### src/rtl/pipeline_hazard_ctrl_if.sv
// Hazard-control bus between the pipeline datapath and pipeline_hazard_ctrl.
interface pipeline_hazard_ctrl_if #(
    parameter int unsigned CNT_WIDTH = 32
);
    logic [4:0]           id_rs1_addr_i;
    logic [4:0]           id_rs2_addr_i;
    logic                 id_uses_rs1_i;
    logic                 id_uses_rs2_i;
    logic [4:0]           ex_rd_addr_i;
    logic                 ex_is_load_i;
    logic                 ex_redirect_i;
    logic                 ex_mem_req_i;
    logic                 mem_ready_i;
    logic                 pc_stall_o;
    logic                 if_id_stall_o;
    logic                 if_id_flush_o;
    logic                 id_ex_stall_o;
    logic                 id_ex_flush_o;
    logic                 mem_timeout_o;
    logic [CNT_WIDTH-1:0] stall_cycles_o;

    // Datapath side: reports pipeline status, consumes sequencing controls.
    modport master (
        output id_rs1_addr_i, id_rs2_addr_i, id_uses_rs1_i, id_uses_rs2_i,
        output ex_rd_addr_i, ex_is_load_i, ex_redirect_i, ex_mem_req_i, mem_ready_i,
        input  pc_stall_o, if_id_stall_o, if_id_flush_o, id_ex_stall_o, id_ex_flush_o,
        input  mem_timeout_o, stall_cycles_o
    );

    // Controller side.
    modport slave (
        input  id_rs1_addr_i, id_rs2_addr_i, id_uses_rs1_i, id_uses_rs2_i,
        input  ex_rd_addr_i, ex_is_load_i, ex_redirect_i, ex_mem_req_i, mem_ready_i,
        output pc_stall_o, if_id_stall_o, if_id_flush_o, id_ex_stall_o, id_ex_flush_o,
        output mem_timeout_o, stall_cycles_o
    );
endinterface

### src/rtl/pipeline_hazard_ctrl.sv
// Stall/flush sequencer around the ID/EX register: load-use hazards,
// EX redirects and multi-cycle memory waits, plus debug counters.
module pipeline_hazard_ctrl #(
    parameter int unsigned REDIRECT_BUBBLES = 1,
    parameter int unsigned MEM_TIMEOUT      = 255,
    parameter int unsigned CNT_WIDTH        = 32
) (
    input  logic                  clk,
    input  logic                  rst,
    pipeline_hazard_ctrl_if.slave bus
);
    localparam int unsigned WAIT_W = $clog2(MEM_TIMEOUT + 1);
    localparam int unsigned BUB_W  = 3;

    typedef enum logic [1:0] {
        RUN      = 2'd0,
        MEM_WAIT = 2'd1,
        REDIRECT = 2'd2
    } state_t;

    state_t               state, state_next;
    logic [WAIT_W-1:0]    wait_cnt, wait_next;
    logic [BUB_W-1:0]     bub_cnt, bub_next;
    logic                 mem_timeout, set_timeout;
    logic [CNT_WIDTH-1:0] stall_cnt;

    logic load_use, mem_block, eval_run;
    logic pc_stall_c, if_id_stall_c, if_id_flush_c, id_ex_stall_c, id_ex_flush_c;

    // Hazard detection; x0 never produces a dependency.
    always_comb begin
        load_use  = bus.ex_is_load_i && (bus.ex_rd_addr_i != 5'd0) &&
                    ((bus.id_uses_rs1_i && (bus.id_rs1_addr_i == bus.ex_rd_addr_i)) ||
                     (bus.id_uses_rs2_i && (bus.id_rs2_addr_i == bus.ex_rd_addr_i)));
        mem_block = bus.ex_mem_req_i && !bus.mem_ready_i;
    end

    // Next state and controls; a memory release re-evaluates redirect/load-use as in RUN.
    always_comb begin
        state_next    = state;
        wait_next     = wait_cnt;
        bub_next      = bub_cnt;
        set_timeout   = 1'b0;
        eval_run      = 1'b0;
        pc_stall_c    = 1'b0;
        if_id_stall_c = 1'b0;
        if_id_flush_c = 1'b0;
        id_ex_stall_c = 1'b0;
        id_ex_flush_c = 1'b0;

        case (state)
            RUN: begin
                if (mem_block) begin
                    pc_stall_c    = 1'b1;
                    if_id_stall_c = 1'b1;
                    id_ex_stall_c = 1'b1;
                    state_next    = MEM_WAIT;
                    wait_next     = WAIT_W'(1);
                end else begin
                    eval_run = 1'b1;
                end
            end
            MEM_WAIT: begin
                if (!bus.mem_ready_i && (wait_cnt < WAIT_W'(MEM_TIMEOUT))) begin
                    pc_stall_c    = 1'b1;
                    if_id_stall_c = 1'b1;
                    id_ex_stall_c = 1'b1;
                    wait_next     = wait_cnt + WAIT_W'(1);
                end else begin
                    eval_run    = 1'b1;
                    state_next  = RUN;
                    wait_next   = '0;
                    set_timeout = !bus.mem_ready_i;
                end
            end
            REDIRECT: begin
                if_id_flush_c = 1'b1;
                id_ex_flush_c = 1'b1;
                bub_next      = bub_cnt - BUB_W'(1);
                if (bub_cnt <= BUB_W'(1)) begin
                    state_next = RUN;
                end
            end
            default: begin
                state_next = RUN;
            end
        endcase

        if (eval_run) begin
            if (bus.ex_redirect_i) begin
                if_id_flush_c = 1'b1;
                id_ex_flush_c = 1'b1;
                if (REDIRECT_BUBBLES > 1) begin
                    state_next = REDIRECT;
                    bub_next   = BUB_W'(REDIRECT_BUBBLES - 1);
                end
            end else if (load_use) begin
                pc_stall_c    = 1'b1;
                if_id_stall_c = 1'b1;
                id_ex_flush_c = 1'b1;
            end
        end
    end

    // Zero-latency controls, forced low while reset is held.
    always_comb begin
        bus.pc_stall_o     = rst && pc_stall_c;
        bus.if_id_stall_o  = rst && if_id_stall_c;
        bus.if_id_flush_o  = rst && if_id_flush_c;
        bus.id_ex_stall_o  = rst && id_ex_stall_c;
        bus.id_ex_flush_o  = rst && id_ex_flush_c;
        bus.mem_timeout_o  = mem_timeout;
        bus.stall_cycles_o = stall_cnt;
    end

    // Sequencer state and wait/bubble counters.
    always_ff @(posedge clk or negedge rst) begin
        if (!rst) begin
            state    <= RUN;
            wait_cnt <= '0;
            bub_cnt  <= '0;
        end else begin
            state    <= state_next;
            wait_cnt <= wait_next;
            bub_cnt  <= bub_next;
        end
    end

    // Sticky timeout flag and saturating stall-cycle counter.
    always_ff @(posedge clk or negedge rst) begin
        if (!rst) begin
            mem_timeout <= 1'b0;
            stall_cnt   <= '0;
        end else begin
            if (set_timeout) begin
                mem_timeout <= 1'b1;
            end
            if (pc_stall_c && (stall_cnt != {CNT_WIDTH{1'b1}})) begin
                stall_cnt <= stall_cnt + CNT_WIDTH'(1);
            end
        end
    end
endmodule

### src/flat_wrapper.sv
// flat-port wrapper written by rule: the top's interface ports become plain ports
module pipeline_hazard_ctrl_flat 
#(
    parameter int unsigned REDIRECT_BUBBLES = 1,
    parameter int unsigned MEM_TIMEOUT      = 255,
    parameter int unsigned CNT_WIDTH        = 32
)
  (clk, rst, bus_id_rs1_addr_i, bus_id_rs2_addr_i, bus_id_uses_rs1_i, bus_id_uses_rs2_i, bus_ex_rd_addr_i, bus_ex_is_load_i, bus_ex_redirect_i, bus_ex_mem_req_i, bus_mem_ready_i, bus_pc_stall_o, bus_if_id_stall_o, bus_if_id_flush_o, bus_id_ex_stall_o, bus_id_ex_flush_o, bus_mem_timeout_o, bus_stall_cycles_o);
  pipeline_hazard_ctrl_if #(.CNT_WIDTH(CNT_WIDTH)) bus_i ();
  input  logic clk;
  input  logic rst;
  input wire logic [$bits(bus_i.id_rs1_addr_i)-1:0] bus_id_rs1_addr_i;
  input wire logic [$bits(bus_i.id_rs2_addr_i)-1:0] bus_id_rs2_addr_i;
  input wire logic [$bits(bus_i.id_uses_rs1_i)-1:0] bus_id_uses_rs1_i;
  input wire logic [$bits(bus_i.id_uses_rs2_i)-1:0] bus_id_uses_rs2_i;
  input wire logic [$bits(bus_i.ex_rd_addr_i)-1:0] bus_ex_rd_addr_i;
  input wire logic [$bits(bus_i.ex_is_load_i)-1:0] bus_ex_is_load_i;
  input wire logic [$bits(bus_i.ex_redirect_i)-1:0] bus_ex_redirect_i;
  input wire logic [$bits(bus_i.ex_mem_req_i)-1:0] bus_ex_mem_req_i;
  input wire logic [$bits(bus_i.mem_ready_i)-1:0] bus_mem_ready_i;
  output wire logic [$bits(bus_i.pc_stall_o)-1:0] bus_pc_stall_o;
  output wire logic [$bits(bus_i.if_id_stall_o)-1:0] bus_if_id_stall_o;
  output wire logic [$bits(bus_i.if_id_flush_o)-1:0] bus_if_id_flush_o;
  output wire logic [$bits(bus_i.id_ex_stall_o)-1:0] bus_id_ex_stall_o;
  output wire logic [$bits(bus_i.id_ex_flush_o)-1:0] bus_id_ex_flush_o;
  output wire logic [$bits(bus_i.mem_timeout_o)-1:0] bus_mem_timeout_o;
  output wire logic [$bits(bus_i.stall_cycles_o)-1:0] bus_stall_cycles_o;
  assign bus_i.id_rs1_addr_i = bus_id_rs1_addr_i;
  assign bus_i.id_rs2_addr_i = bus_id_rs2_addr_i;
  assign bus_i.id_uses_rs1_i = bus_id_uses_rs1_i;
  assign bus_i.id_uses_rs2_i = bus_id_uses_rs2_i;
  assign bus_i.ex_rd_addr_i = bus_ex_rd_addr_i;
  assign bus_i.ex_is_load_i = bus_ex_is_load_i;
  assign bus_i.ex_redirect_i = bus_ex_redirect_i;
  assign bus_i.ex_mem_req_i = bus_ex_mem_req_i;
  assign bus_i.mem_ready_i = bus_mem_ready_i;
  assign bus_pc_stall_o = bus_i.pc_stall_o;
  assign bus_if_id_stall_o = bus_i.if_id_stall_o;
  assign bus_if_id_flush_o = bus_i.if_id_flush_o;
  assign bus_id_ex_stall_o = bus_i.id_ex_stall_o;
  assign bus_id_ex_flush_o = bus_i.id_ex_flush_o;
  assign bus_mem_timeout_o = bus_i.mem_timeout_o;
  assign bus_stall_cycles_o = bus_i.stall_cycles_o;
  pipeline_hazard_ctrl #(.REDIRECT_BUBBLES(REDIRECT_BUBBLES), .MEM_TIMEOUT(MEM_TIMEOUT), .CNT_WIDTH(CNT_WIDTH)) u_core (.clk(clk), .rst(rst), .bus(bus_i));
endmodule
### config.mk
export PLATFORM = sky130hd
export DESIGN_NAME = pipeline_hazard_ctrl_flat
export DESIGN_NICKNAME = d
export VERILOG_FILES = /design/src/rtl/pipeline_hazard_ctrl_if.sv /design/src/rtl/pipeline_hazard_ctrl.sv /design/src/flat_wrapper.sv
export SDC_FILE = /design/constraint.sdc
export NUM_CORES = 1
export LEC_CHECK = 0
export ABC_AREA = 1
export BUFFER_PORTS_ARGS = -buffer_cell sky130_fd_sc_hd__clkbuf_2
export CAP_MARGIN = 10
export CORE_MARGIN = 2
export CORE_UTILIZATION = 55
export DETAILED_ROUTE_END_ITERATION = 16
export PLACE_DENSITY = 0.8
export SLEW_MARGIN = 10
export SYNTH_ARGS = -nofsm -noshare
export SYNTH_HDL_FRONTEND = slang
export SYNTH_SLANG_ARGS = --single-unit
### constraint.sdc
create_clock -name clk -period 2.6 [get_ports clk]
set_clock_uncertainty 0.1 [all_clocks]
set_input_delay 0.13 -clock clk [delete_from_list [all_inputs] [get_ports clk]]
set_output_delay 0.13 -clock clk [all_outputs]
set_load 0.02 [all_outputs]
==> flow_summary_export.csv, run 1 <==
group,metric,value,unit
sta,slew_violations,0,
cts,clk_pin_slew,90,ps
sta,max-slew-margin-rel,64.0,%
synth,synthAdderAreaFrac,0.843,%
drt,drtAntennaViolNets,0,
floorplanning,ios,61,
layout,final-seq-area,0.00105,mm²
worst_setup_path,cp.arrival,2380,ps
sta,fin_crit,2240,ps
drt,drtIter0Drc,163,
layout,final_cell_count_no_fill,582,
sta,max_freq,446,MHz
synth,synth-compound-area-share,3.54,%
synth,ys_ff_latch,42,
layout,final_cell_area,0.00342,mm²
worst_setup_path,max_stage_delay,480,ps
worst_setup_path,reg2reg_to,"u_core.bus.stall_cycles_o[18]$_DFFE_PN0P_",
layout,drive_above_1_share,16.0,%
layout,nets,536,
layout,area_delta_synth_final,15.2,%
synth,synth.mux.area_fraction,0,%
placement,placed_area,0.00330,mm²
drt,avgViaCountPerCell,5.21,
worst_setup_path,critPathMaxFanout,32,
worst_setup_path,path_cells,"ha_1 -> nand3_1 -> nor2_4 -> nand4_4 -> nand2_4 -> nand2_1 -> nand2_1",
cts,clock_latency,300,ps
drt,via_count,3032,
sta,whs,37.0,ps
global_routing,grt_pass1_wl,12.6,mm
synth,synth.cell_area,0.00297,mm²
status,status,"finished, final reports clean",
synth,synth_edf_count,0,
layout,nFillCells,486,
sta,rsz0062_at_grt,"false",
min_path,min_path_type,"input port to flop",
synth,synth.avg_cell_area,6.58,µm²
placement,globalplace.congestion,0.900,
cts,cts.sinks,42,
worst_setup_path,cp.required,2730,ps
layout,final_common_cell,"nand2_1",
global_routing,track_usage,26.0,%
min_path,holdPathStages,4,
worst_setup_path,crit_top_cell,"nand2_1",
worst_setup_path,reg2reg_from,"u_core.bus.stall_cycles_o[0]$_DFFE_PN0P_",
cts,cts_tree,"built",
cts,numCtsBuffers,5,
layout,antenna_cells,0,
power_and_ir_drop,peakVddDrop,0.380,mV
worst_setup_path,critPathKind,"flop to flop",
floorplanning,die_width,77.5,µm
drt,routed_wl,7.38,mm
global_routing,grt_pass1_vias,2757,
synth,ys_warn_count,0,
worst_setup_path,rrSetupSlack,360,ps
global_routing,antenna_found_initial,0,
floorplanning,rows,26,
cts,cts.path.max_buffers,2,
layout,final_cell_mix,"nand2_1 (184), clkbuf_2 (60), nor2_1 (52)",
worst_setup_path,reg2reg_depth,7,
synth,ys.flop_type,"dfrtp_1",
power_and_ir_drop,power_leakage,1.83,nW
floorplanning,start_util,57.4,%
placement,dp_cells,573,
placement,io_buffers,60,
drt,dr_wl_met2,3.38,mm
synth,yosysUniqueCellTypes,30,
global_routing,grt_overflow,0,
cts,cts_root_buf,"clkbuf_8",
global_routing,grt_max_degree,43,
layout,multi_input_comb_area,0.00167,mm²
synth,yosys.area_share.simple,45.4,%
synth,synth_top_family_by_area,"simple AND/OR/NAND/NOR gates",
drt,wl_per_cell,12.7,µm
drt,topRoutingLayerUsed,"met4",
floorplanning,core_area,0.00517,mm²
synth,ys_seq_area_share,35.4,%
synth,async_flop_share,100,%
drt,dr.pass1.iters,5,
drt,drcViolationCount,0,
layout,fin_util,66.1,%
sta,tightestPinTransition,536,ps
sta,finalSetupTns,0,ps
sta,setup_viol,0,
power_and_ir_drop,pwr_density_cell,482,mW/mm²
drt,m1WireLength,3.52,mm
worst_setup_path,cp_slowest_cell,"dfrtp_1",
drt,dr_wl_met3,402,µm
floorplanning,die_area,0.00600,mm²
cts,ctsResizeCount,0,
flow_run,drv_cap,0,
floorplanning,fp.dieH,77.5,µm
worst_setup_path,crit_end,"u_core.bus.stall_cycles_o[18]$_DFFE_PN0P_",
sta,finalHoldViolations,0,
worst_setup_path,crit_start,"u_core.bus.stall_cycles_o[0]$_DFFE_PN0P_",
sta,finalCritPeriodShare,86.2,%
worst_setup_path,start_kind,"flop",
synth,synth_nets,476,
synth,synth_xor_xnor_area_share,6.49,%
placement,place_hpwl,5.63,mm
synth,syn_inst,451,
worst_setup_path,cp-end-kind,"flop",
cts,htree_levels,2,
stage by stage:
stage / total power [mW] / setup WS [ps]
final: 1.65 / 359
after global routing: 1.72 / 178
after CTS: 1.65 / 371
after detailed placement: 1.13 / 396
after global placement: 1.12 / 417
after floorplan: 1.02 / 702
cells in the mapped netlist, types with 3 or more instances:
library cell	instances	area (µm²)
nand2_1	184	691
nand2_4	3	33.8
nand3_1	50	250
nor2_1	52	195
xnor2_1	5	43.8
inv_2	4	15.0
dfrtp_1	42	1050
xor2_1	17	149
nand3b_1	4	30.0
a21oi_1	3	15.0
buf_6	3	33.8
inv_1	43	161
buf_2	6	30.0
nand4_1	4	25.0
nor3_1	11	55.1
power by group:
group | leakage, nW | total, mW | internal, mW | switching (mW)
logic | 1.21 | 0.349 | 0.117 | 0.232
registers | 0.574 | 0.771 | 0.700 | 0.0708
clock network | 0.0514 | 0.528 | 0.287 | 0.241
registers in the layout (all words and copies together), names as in the netlist:
name / flops
u_core.bus.stall_cycles_o: 32
u_core.wait_cnt: 8
u_core.bus.mem_timeout_o: 1
u_core.state: 1
how the worst min path moves through the flow:
stage	startpoint	end	slack, ps
final	bus_mem_ready_i	u_core.wait_cnt[0]$_DFFE_PN0P_	40
after global placement	rst	u_core.wait_cnt[5]$_DFFE_PN0P_	180
after floorplan	rst	u_core.bus.mem_timeout_o$_DFFE_PN0P_	-270
after CTS	bus_mem_ready_i	u_core.wait_cnt[0]$_DFFE_PN0P_	40
after detailed placement	rst	u_core.wait_cnt[2]$_DFFE_PN0P_	190
after global routing	bus_mem_ready_i	u_core.wait_cnt[0]$_DFFE_PN0P_	60
worst max-delay path, delay by kind of cell (launching register included):
| family | cells | cell delay (ps) |
|---|---|---|
| simple gates | 6 | 1260 |
| fa+ha+maj | 1 | 310 |
| flops | 1 | 480 |
layout make-up:
cell class,count,area share (%)
Clock buffer,6,2.12
Clock inverter,2,1.10
Inverter,47,5.16
Tap cell,70,2.56
Timing Repair Buffer,63,9.51
Sequential cell,42,30.7
Multi-Input combinational cell,352,48.8
logic make-up after synthesis:
group / count (synthesis)
buffers and inverters: 57
AO/OA/AOI/OAI: 14
XOR/XNOR: 22
flip-flops: 42
AND/OR/NAND/NOR: 314
adder cells (fa/ha/maj): 2
routing by layer:
layer	vias to the layer above	track usage, %
met2	83	42.2
met4	0	6.43
met5	-	0
met1	1406	36.7
met3	9	3.49
li1	1534	-
what timing repair did:
action	CTS	global route
hold endpoints to repair	42	0
setup buffers	0	0
hold buffers	1	0
No activity file was read; power rests on OpenSTA's default activity.
==> run 2: changes to the inputs <==
--- a/config.mk
+++ b/config.mk
@@ -5,13 +5,12 @@
 export SDC_FILE = /design/constraint.sdc
 export NUM_CORES = 1
 export LEC_CHECK = 0
-export ABC_AREA = 1
 export BUFFER_PORTS_ARGS = -buffer_cell sky130_fd_sc_hd__clkbuf_2
 export CAP_MARGIN = 10
 export CORE_MARGIN = 2
 export CORE_UTILIZATION = 55
 export DETAILED_ROUTE_END_ITERATION = 16
-export PLACE_DENSITY = 0.8
+export PLACE_DENSITY = 0.83
 export SLEW_MARGIN = 10
 export SYNTH_ARGS = -nofsm -noshare
 export SYNTH_HDL_FRONTEND = slang
==> flow_summary_export.csv, run 2 <==
group,metric,value,unit
status,status,"finished, final reports clean",
floorplanning,rows,23,
sta,finalCritPeriodShare,87.9,%
synth,synth.cell_area,0.00230,mm²
floorplanning,fp.dieH,68.7,µm
sta,finalSetupTns,0,ps
worst_setup_path,reg2reg_from,"u_core.wait_cnt[0]$_DFFE_PN0P_",
sta,slew_violations,0,
drt,dr.pass1.iters,4,
power_and_ir_drop,power_leakage,1.42,nW
cts,clock_latency,290,ps
floorplanning,ios,61,
cts,cts_root_buf,"clkbuf_8",
synth,ys_warn_count,0,
synth,synth_edf_count,0,
worst_setup_path,crit_start,"u_core.wait_cnt[0]$_DFFE_PN0P_",
drt,drcViolationCount,0,
placement,placed_area,0.00265,mm²
drt,via_count,1971,
layout,final_cell_count_no_fill,348,
power_and_ir_drop,peakVddDrop,0.410,mV
sta,whs,44.7,ps
synth,synth_top_area_cell,"dfrtp_1",
sta,finalHoldViolations,0,
synth,yosysUniqueCellTypes,39,
synth,synth_top_area_share,45.7,%
worst_setup_path,cp.required,2710,ps
power_and_ir_drop,p_total,1.47,mW
layout,largest_reg_flops,32,
sta,tightestPinTransition,586,ps
worst_setup_path,crit_end,"u_core.bus.stall_cycles_o[17]$_DFFE_PN0P_",
synth,ys_ff_latch,42,
synth,ys_seq_area_share,45.7,%
layout,nFillCells,325,
sta,max_freq,438,MHz
worst_setup_path,cp-end-kind,"flop",
floorplanning,die_area,0.00472,mm²
global_routing,track_usage,23.4,%
worst_setup_path,critPathMaxFanout,16,
global_routing,grt_pass1_wl,8.21,mm
power_and_ir_drop,pwr_density_cell,538,mW/mm²
placement,globalplace.congestion,0.861,
flow_run,drv_cap,0,
synth,yosysMostFrequentCell,"dfrtp_1",
layout,fin_util,68.0,%
layout,antenna_cells,0,
cts,htree_levels,2,
synth,async_flop_share,100,%
worst_setup_path,worst-path-buf-inv,1,
worst_setup_path,max_stage_delay,410,ps
worst_setup_path,reg2reg_depth,8,
placement,dp_cells,340,
synth,synth_area_leaders,"dfrtp_1 (46%), xor2_1 (11%), xnor2_1 (5.3%), nand4_1 (4.6%), nor3_1 (4.1%)",
sta,max-slew-margin-rel,60.9,%
worst_setup_path,rrSetupSlack,310,ps
layout,final-seq-area,0.00105,mm²
sta,rsz0062_at_grt,"false",
drt,wl_per_cell,14.0,µm
sta,fin_crit,2290,ps
worst_setup_path,path_depth,8,
placement,place_hpwl,3.69,mm
worst_setup_path,cp_top_family,"simple AND/OR/NAND/NOR gates",
floorplanning,start_util,57.1,%
placement,post-place-ws,315,ps
synth,synth_nets,258,
cts,cts.path.max_buffers,2,
worst_setup_path,cp.arrival,2400,ps
layout,final_cell_mix,"clkbuf_2 (60), dfrtp_1 (42), xor2_1 (28)",
placement,io_buffers,60,
cts,cts_tree,"built",
layout,drive_above_1_share,27.5,%
synth,syn_inst,233,
layout,area_delta_synth_final,19.1,%
worst_setup_path,path_cells,"ha_1 -> nand4_1 -> o221ai_1 -> o21ai_1 -> nand3_2 -> buf_4 -> nor4_1 -> xor2_1",
drt,drtIter0Drc,139,
layout,final_cell_area,0.00274,mm²
synth,yosys-top-cells-count,"dfrtp_1 (42), xor2_1 (28), nor3_1 (19)",
drt,avgViaCountPerCell,5.66,
global_routing,grt_max_degree,43,
cts,cts_setup_buffers,0,
floorplanning,core_area,0.00403,mm²
layout,final_common_cell,"clkbuf_2",
worst_setup_path,cp_slowest_cell,"dfrtp_1",
drt,routed_wl,4.86,mm
cts,cts.sinks,42,
cts,clk_pin_slew,70,ps
synth,synth.avg_cell_area,9.88,µm²
floorplanning,die_width,68.7,µm
global_routing,antenna_found_initial,0,
worst_setup_path,critPathKind,"flop to flop",
layout,multi_input_comb_area,0.00117,mm²
sta,setup_viol,0,
synth,ys.flop_type,"dfrtp_1",
layout,nets,323,
worst_setup_path,reg2reg_to,"u_core.bus.stall_cycles_o[17]$_DFFE_PN0P_",
drt,drtAntennaViolNets,0,
global_routing,grt_overflow,0,
sta,fin_ws,315,ps
min_path,min_path_type,"input port to flop",
cts,numCtsBuffers,5,
worst_setup_path,start_kind,"flop",
global_routing,grt_pass1_vias,1867,
run 2: cell types whose count changed in the layout (fill, tap and decap cells not counted), moves of 9 or more:
cell / delta
inv_1: -34
nand2_1: -169
nand3_1: -38
nand4_1: +13
nor2_1: -38
xnor2_1: +9
xor2_1: +11
run 2: tightest hold or removal path, stage by stage:
cell	delay (ps)
clkbuf_2	100
o31a_1	130
a21oi_1	40
run 2: cells by family after synthesis:
logic type,synth area share [%]
XOR/XNOR,16.0
buffers and inverters,3.64
adder cells (fa/ha/maj),1.09
multiplexers,0.489
AO/OA/AOI/OAI,6.74
AND/OR/NAND/NOR,26.4
flip-flops,45.7
run 2: worst min path at each step:
| stage | end | from | slack, ps | cells past startpoint |
|---|---|---|---|---|
| 2_1_floorplan | u_core.bus.mem_timeout_o$_DFFE_PN0P_ | rst | -270 | 0 |
| 3_3_place_gp | u_core.bus.mem_timeout_o$_DFFE_PN0P_ | rst | 150 | 2 |
| 3_5_place_dp | u_core.bus.mem_timeout_o$_DFFE_PN0P_ | rst | 160 | 2 |
| 4_1_cts | u_core.wait_cnt[0]$_DFFE_PN0P_ | bus_mem_ready_i | 40 | 3 |
| 5_1_grt | u_core.wait_cnt[0]$_DFFE_PN0P_ | bus_mem_ready_i | 50 | 3 |
| 6_report | u_core.wait_cnt[0]$_DFFE_PN0P_ | bus_mem_ready_i | 40 | 3 |
run 2: what timing repair did:
action | CTS | global route
hold endpoints to repair | 42 | 0
resized for setup | 0 | 0
hold buffers | 1 | 0
run 2: final cells by class:
cell class / instances / area share [%]
multi-input cells: 174 / 42.6
flip-flops and latches: 42 / 38.3
repair buffers: 66 / 12.7
clock buffers: 5 / 2.51
well taps: 50 / 2.28
inverters: 9 / 1.23
clock inverters: 2 / 0.365
run 2: per-layer routing:
metal / track usage [%] / up-vias / share of wire, %
met4: 9.56 / 0 / 1.6
li1: - / 967 / -
met2: 38.6 / 64 / 48
met3: 5.52 / 7 / 5.1
met5: 0 / - / 0
met1: 29.6 / 933 / 46
run 2: power breakdown:
group	leakage [nW]	switching, mW	internal [mW]
Clock	0.0438	0.209	0.180
Combinational	0.811	0.204	0.124
Sequential	0.564	0.0587	0.699
Total	1.42	0.472	1.00
